**src/rtl/regbank_pkg.sv**
```systemverilog
// ---------------------------------------------------------------------------
// regbank_pkg
//   Shared constants for the register bank: default data width and register
//   count, the architectural indices of the reserved registers, and the
//   default write-protect mask built from them.
//
//   Also carries the single write-permission rule so the top level and any
//   future user of the bank agree on what "allowed" means.
// ---------------------------------------------------------------------------
package regbank_pkg;

  localparam int DATA_W_DEF   = 16;
  localparam int NUM_REGS_DEF = 16;

  // Reserved registers: program counter, interrupt stack pointer and the
  // interrupt vector base. Only privileged writes may update them.
  localparam int REG_PC      = 13;
  localparam int REG_ISP     = 14;
  localparam int REG_INTBASE = 15;

  // Evaluates to 16'hE000 for the default register count.
  localparam logic [NUM_REGS_DEF-1:0] PROT_MASK_DEF =
      (NUM_REGS_DEF'(1) << REG_PC)  |
      (NUM_REGS_DEF'(1) << REG_ISP) |
      (NUM_REGS_DEF'(1) << REG_INTBASE);

  // A write to a register is permitted when the register is not protected,
  // or when the write carries privilege.
  function automatic logic wr_allowed(input logic prot, input logic priv);
    return (!prot) || priv;
  endfunction

endpackage

```
**src/rtl/regfile_read_port.sv**
```systemverilog
// ---------------------------------------------------------------------------
// regfile_read_port
//   One registered read port of the register bank. Selects between the
//   stored register value, a same-cycle accepted write (write-first bypass)
//   and the hard-wired zero of r0, then captures the result together with
//   the post-update busy bit of the addressed register.
//
// Ports
//   clk          rising-edge clock
//   reset        synchronous, active-high; clears data and busy outputs
//   rd_en_i      1: capture this cycle; 0: hold outputs
//   rd_addr_i    register index to read
//   reg_data_i   stored value of reg[rd_addr_i] (before this edge's write)
//   wr_accept_i  a write is being committed on this edge
//   wr_addr_i    address of that write
//   wr_data_i    data of that write
//   busy_next_i  scoreboard value that will be in effect after this edge
//   rd_data_o    registered read data
//   rd_busy_o    registered busy flag of the register that was read
// ---------------------------------------------------------------------------
module regfile_read_port #(
  parameter int DATA_W   = 16,
  parameter int NUM_REGS = 16,
  parameter int ADDR_W   = $clog2(NUM_REGS),
  parameter bit ZERO_R0  = 1'b0
) (
  input  logic                clk,
  input  logic                reset,
  input  logic                rd_en_i,
  input  logic [ADDR_W-1:0]   rd_addr_i,
  input  logic [DATA_W-1:0]   reg_data_i,
  input  logic                wr_accept_i,
  input  logic [ADDR_W-1:0]   wr_addr_i,
  input  logic [DATA_W-1:0]   wr_data_i,
  input  logic [NUM_REGS-1:0] busy_next_i,
  output logic [DATA_W-1:0]   rd_data_o,
  output logic                rd_busy_o
);

  logic [DATA_W-1:0] data_d, data_q;
  logic              busy_d, busy_q;
  logic              addr_is_zero;
  logic              bypass_hit;

  always_comb begin
    addr_is_zero = ZERO_R0 && (rd_addr_i == '0);
    // Only committed writes are forwarded; a rejected (protected or r0)
    // write never reaches wr_accept_i, so it can never leak onto the port.
    bypass_hit   = wr_accept_i && (wr_addr_i == rd_addr_i);

    data_d = reg_data_i;
    if (addr_is_zero) begin
      data_d = '0;
    end else if (bypass_hit) begin
      data_d = wr_data_i;
    end

    // Post-update busy: a claim issued this cycle is already visible, and a
    // write that completes this cycle already shows the register as free.
    busy_d = busy_next_i[rd_addr_i];
  end

  always_ff @(posedge clk) begin
    if (reset) begin
      data_q <= '0;
      busy_q <= 1'b0;
    end else if (rd_en_i) begin
      data_q <= data_d;
      busy_q <= busy_d;
    end
  end

  assign rd_data_o = data_q;
  assign rd_busy_o = busy_q;

endmodule

```
**src/rtl/regfile_2r1w.sv**
```systemverilog
// ---------------------------------------------------------------------------
// regfile_2r1w
//   Register bank between decode and writeback: two registered read ports
//   feeding the ALU operand registers, one write port, and a busy
//   scoreboard for long-latency producers. Reserved registers (PROT_MASK)
//   accept only privileged writes; any rejected attempt sets a sticky
//   protect-fault flag that only reset clears. With ZERO_R0 set, r0 reads as
//   zero, writes to it are dropped and claims of it are ignored.
//
// Ports
//   clk, reset            clock; synchronous active-high reset (wins over
//                         every other input in the same cycle)
//   rd_en                 capture both read ports this cycle, else hold
//   rd_a_addr, rd_b_addr  read addresses
//   rd_a_data, rd_b_data  registered read data, latency 1
//   rd_a_busy, rd_b_busy  registered post-update busy of the address read
//   wr_en, wr_addr,
//   wr_data, wr_priv      write port; wr_priv unlocks protected registers
//   claim_en, claim_addr  mark a register busy
//   busy_vec              current scoreboard, bit i = reg i busy
//   prot_fault            sticky flag, set by any rejected protected write
//
// All outputs come straight from flops; there is no combinational path from
// any input to any output.
// ---------------------------------------------------------------------------
module regfile_2r1w
  import regbank_pkg::*;
#(
  parameter int                  DATA_W    = DATA_W_DEF,
  parameter int                  NUM_REGS  = NUM_REGS_DEF,
  parameter int                  ADDR_W    = $clog2(NUM_REGS),
  parameter logic [NUM_REGS-1:0] PROT_MASK = PROT_MASK_DEF,
  parameter bit                  ZERO_R0   = 1'b0
) (
  input  logic                clk,
  input  logic                reset,

  input  logic                rd_en,
  input  logic [ADDR_W-1:0]   rd_a_addr,
  input  logic [ADDR_W-1:0]   rd_b_addr,
  output logic [DATA_W-1:0]   rd_a_data,
  output logic [DATA_W-1:0]   rd_b_data,
  output logic                rd_a_busy,
  output logic                rd_b_busy,

  input  logic                wr_en,
  input  logic [ADDR_W-1:0]   wr_addr,
  input  logic [DATA_W-1:0]   wr_data,
  input  logic                wr_priv,

  input  logic                claim_en,
  input  logic [ADDR_W-1:0]   claim_addr,

  output logic [NUM_REGS-1:0] busy_vec,
  output logic                prot_fault
);

  // -------------------------------------------------------------------------
  // State
  // -------------------------------------------------------------------------
  logic [DATA_W-1:0]   regs_q [NUM_REGS];
  logic [NUM_REGS-1:0] busy_d, busy_q;
  logic                fault_d, fault_q;

  // -------------------------------------------------------------------------
  // Write qualification
  //   A write to r0 under ZERO_R0 is neither accepted nor a fault: it simply
  //   disappears. Everything else is accepted or rejected on permission.
  // -------------------------------------------------------------------------
  logic wr_to_zero;
  logic wr_permitted;
  logic wr_accept;
  logic wr_reject;
  logic claim_ok;

  always_comb begin
    wr_to_zero   = ZERO_R0 && (wr_addr == '0);
    wr_permitted = wr_allowed(PROT_MASK[wr_addr], wr_priv);
    wr_accept    = wr_en && !wr_to_zero &&  wr_permitted;
    wr_reject    = wr_en && !wr_to_zero && !wr_permitted;
    claim_ok     = claim_en && !(ZERO_R0 && (claim_addr == '0));
  end

  // -------------------------------------------------------------------------
  // Scoreboard and fault next-state
  //   The clear from a completing write is applied before the set from a
  //   claim, so a claim and write to the same register leave it busy: the
  //   new producer's result is still outstanding.
  // -------------------------------------------------------------------------
  always_comb begin
    busy_d = busy_q;
    if (wr_accept) begin
      busy_d[wr_addr] = 1'b0;
    end
    if (claim_ok) begin
      busy_d[claim_addr] = 1'b1;
    end
    fault_d = fault_q | wr_reject;
  end

  always_ff @(posedge clk) begin
    if (reset) begin
      busy_q  <= '0;
      fault_q <= 1'b0;
    end else begin
      busy_q  <= busy_d;
      fault_q <= fault_d;
    end
  end

  // -------------------------------------------------------------------------
  // Storage
  // -------------------------------------------------------------------------
  always_ff @(posedge clk) begin
    if (reset) begin
      for (int i = 0; i < NUM_REGS; i++) begin
        regs_q[i] <= '0;
      end
    end else if (wr_accept) begin
      regs_q[wr_addr] <= wr_data;
    end
  end

  // -------------------------------------------------------------------------
  // Read ports
  //   Each port sees the pre-edge stored value plus the write that commits
  //   on the same edge, and picks write-first.
  // -------------------------------------------------------------------------
  logic [DATA_W-1:0] reg_a_val;
  logic [DATA_W-1:0] reg_b_val;

  always_comb begin
    reg_a_val = regs_q[rd_a_addr];
    reg_b_val = regs_q[rd_b_addr];
  end

  regfile_read_port #(
    .DATA_W   (DATA_W),
    .NUM_REGS (NUM_REGS),
    .ADDR_W   (ADDR_W),
    .ZERO_R0  (ZERO_R0)
  ) u_port_a (
    .clk         (clk),
    .reset       (reset),
    .rd_en_i     (rd_en),
    .rd_addr_i   (rd_a_addr),
    .reg_data_i  (reg_a_val),
    .wr_accept_i (wr_accept),
    .wr_addr_i   (wr_addr),
    .wr_data_i   (wr_data),
    .busy_next_i (busy_d),
    .rd_data_o   (rd_a_data),
    .rd_busy_o   (rd_a_busy)
  );

  regfile_read_port #(
    .DATA_W   (DATA_W),
    .NUM_REGS (NUM_REGS),
    .ADDR_W   (ADDR_W),
    .ZERO_R0  (ZERO_R0)
  ) u_port_b (
    .clk         (clk),
    .reset       (reset),
    .rd_en_i     (rd_en),
    .rd_addr_i   (rd_b_addr),
    .reg_data_i  (reg_b_val),
    .wr_accept_i (wr_accept),
    .wr_addr_i   (wr_addr),
    .wr_data_i   (wr_data),
    .busy_next_i (busy_d),
    .rd_data_o   (rd_b_data),
    .rd_busy_o   (rd_b_busy)
  );

  // -------------------------------------------------------------------------
  // Outputs
  // -------------------------------------------------------------------------
  assign busy_vec   = busy_q;
  assign prot_fault = fault_q;

endmodule

```
**config.mk**
```make
export PLATFORM = sky130hd
export DESIGN_NAME = regfile_2r1w
export DESIGN_NICKNAME = d
export VERILOG_FILES = /design/src/rtl/regbank_pkg.sv /design/src/rtl/regfile_read_port.sv /design/src/rtl/regfile_2r1w.sv
export SDC_FILE = /design/constraint.sdc
export NUM_CORES = 1
export LEC_CHECK = 0
export ABC_AREA = 1
export ABC_CLOCK_PERIOD_IN_PS = 2600
export CORE_UTILIZATION = 65
export DETAILED_ROUTE_END_ITERATION = 10
export DONT_BUFFER_PORTS = 1
export GPL_ROUTABILITY_DRIVEN = 0
export PLACE_DENSITY_LB_ADDON = 0.2
export SYNTH_ARGS = -nofsm -noshare
export SYNTH_HDL_FRONTEND = slang
export SYNTH_HIERARCHICAL = 1
export SYNTH_SLANG_ARGS = --single-unit
```
**constraint.sdc**
```tcl
create_clock -name clk -period 2.6 [get_ports clk]
set_clock_uncertainty 0.2 [all_clocks]
set_input_delay 0.39 -clock clk [delete_from_list [all_inputs] [get_ports clk]]
set_output_delay 0.39 -clock clk [all_outputs]
set_load 0.01 [all_outputs]
```
==> out/metrics.yaml <==
sta:
  max_freq_ghz: 0.422
  setup_ws_ns: 0.229
  finalCritPeriodShare_pct: 91.2
  rsz0062_at_grt: "no"
  final_max_slew_viol_count: 0
  hold_viol: 0
  fin_crit_ns: 2.37
  setup_viol_count_final: 0
  worst_pin_slew_ns: 0.876
  maxSlewHeadroom_pct: 41.5
  fin_setup_tns_ns: 0
clock_tree:
  clk_latency_ns: 0.52
  cts_root_buffer: "clkbuf_16"
  cts_tree: "done"
  postCtsResizedCells: 0
  clk_path_buf_depth: 3
  cts_buffers: 35
  cts.htree.levels: 2
  cts_sinks: 307
  cts.clk_slew.worst_paths_ns: 0.06
final_layout:
  final_common_cell: "nand2_1"
  nets: 2490
  fillers: 2171
  final_cells: 2857
  drive_above_1_share_pct: 9.32
  layout_common_cells: "nand2_1 (703), nand3_1 (513), inv_1 (328), nor2_1 (294), edfxtp_1 (256)"
  design_area_um2: 20200
  syn_to_final_growth_pct: 8.26
place:
  placed_area_um2: 18800
  io_buffer_count: 0
  post-dp-hpwl_mm: 38.5
  dpl_worst_slack_ns: 0.462
  dp_cells: 2761
outcome:
  status: "finished, final reports clean"
detailed_routing:
  routed-via-count: 17943
  route.detailed.drc: 0
  viasPerCell: 6.28
  antenna_left: 0
  drt_first_pass_iters: 9
  wl_mm: 64.0
  drt_iter0_drc: 3453
  wl_per_cell_um: 22.4
grt:
  grt_pass1_wl_mm: 96.7
  antenna_found_initial: 2
  grt_util_met2_pct: 64.1
  track_usage_pct: 44.2
  met3_usage_pct: 14.9
  gr-max-usage-layer: "met2"
  grt_pass1_vias: 17070
  met1_usage_pct: 55.9
  grt_max_degree: 139
  grt_overflow: 0
floorplanning:
  ios: 89
  core_area_um2: 28000
  die_x_um: 172
  fp-row-count: 61
  start_util_pct: 66.7
  die_y_um: 172
  die_area_um2: 29400
yosys:
  syn_avg_cell_area_um2: 7.49
  synth-edff-count: 256
  synth_fp_nets: 2534
  synth_top_area_cell: "edfxtp_1"
  synth_area_um2: 18700
  synth_area_leaders: "edfxtp_1 (41%), nand2_1 (14%), nand3_1 (14%)"
  yosysUniqueCellTypes: 31
  ys_warn_count: 6
  synthCells: 2496
  synth-seq-cells: 307
  ys_seq_area_share_pct: 46.6
  asyncSetResetFlopFracSynth_pct: 0
  synth_top_flop_cell: "edfxtp_1"
  synth.top_cell.area_share_pct: 41.1
pwr:
  power_density_nw_per_um2: 618
  total_power_w: 0.0125
  ir_worst_vdd_mv: 0.473
  power.leakage_nw: 9.44
worst_setup_path:
  crit_type: "in -> reg"
  endpoint_kind: "flop"
  worst_ep_required_time_ns: 2.87
  worstSetupStartpointType: "input pin"
  rrSetupSlack_ns: 0.86
  critPathArrivalTime_ns: 2.64
  crit_fanout: 4
worst_hold_path:
  hold_path.class: "in -> reg"
job:
  maxCapViolCount: 0
[Yosys cell counts, types with 5 or more instances]
cell,number
clkbuf_1,65
inv_1,330
dfxtp_1,51
nand3_1,513
nor2_2,54
buf_2,44
a21oi_1,17
nand2_8,10
nor2_1,294
nand3_2,20
nand2_1,703
nand4_1,33
edfxtp_1,256
buf_6,15
inv_2,5
buf_1,31
nand2_4,27
[kinds of logic after synthesis]
group	count (synthesis)	share of synthesized area, %
simple gates	1664	41.2
buf+inv	504	11.6
flops	307	46.6
compound gates	19	0.509
xor+xnor	2	0.174
[path summary, 6_finish.rpt]
kind         cells after the start                             endpoint                    startpoint
max                             14      u_port_a/rd_busy_o$_SDFFE_PP0P_                 claim_addr[3]
min                              3              busy_vec[11]$_SDFF_PP0_                         wr_en
max reg2reg                     10  u_port_b/rd_data_o[12]$_SDFFE_PP0P_  regs_q[14][12]$_SDFFCE_PN0P_
min reg2reg                      2                prot_fault$_SDFF_PP0_         prot_fault$_SDFF_PP0_
[critical path: stages]
cell,delay (ns)
dlygate4sd3_1,0.59
inv_1,0.07
nor2_1,0.12
dlygate4sd3_1,0.61
nand3_1,0.11
nand2_1,0.12
nand2_1,0.06
nand3_1,0.07
nand3_1,0.07
nand2_1,0.06
nand2_1,0.04
nand3_1,0.19
nand2_1,0.08
inv_1,0.05
[power breakdown]
| group | switching, W | internal (W) |
|---|---|---|
| combinational | 0.00129 | 0.000548 |
| sequential | 0.000140 | 0.00562 |
| clock | 0.00199 | 0.00293 |
[through the flow]
stage	hold slack [ns]	utilization, %
3_3_place_gp	0.276	67.0
4_1_cts	0.00126	72.2
5_1_grt	0.0249	72.2
2_1_floorplan	0.274	-
3_5_place_dp	0.280	67.0
6_report	0.00665	72.2
[flip-flops by register name (all words and copies together), names as in the netlist]
name,flops
u_port_a/rd_busy_o,1
u_port_b/rd_busy_o,1
u_port_b/rd_data_o,16
busy_vec,16
u_port_a/rd_data_o,16
prot_fault,1
regs_q,256
[final cells by class]
class | count | area (µm²) | area share [%]
clock inverters | 14 | 141 | 0.699
flip-flops and latches | 307 | 8710 | 43.0
multi-input cells | 1685 | 7820 | 38.7
inverters | 339 | 1280 | 6.35
clock buffers | 49 | 981 | 4.85
diodes | 1 | 2.50 | 0.0124
repair buffers | 84 | 821 | 4.06
well taps | 378 | 473 | 2.34
[metal layers]
layer,vias up,wire length [µm]
li1,7836,-
met5,-,17
met2,1682,26900
met1,8004,21300
met4,2,4620
met3,419,11100
[timing repair]
| item | CTS | global route |
|---|---|---|
| buffers inserted | 0 | 0 |
| endpoints found under the hold margin | 51 | 0 |
| hold buffers | 32 | 0 |
Note: power is estimated with default switching activity, not from simulation.
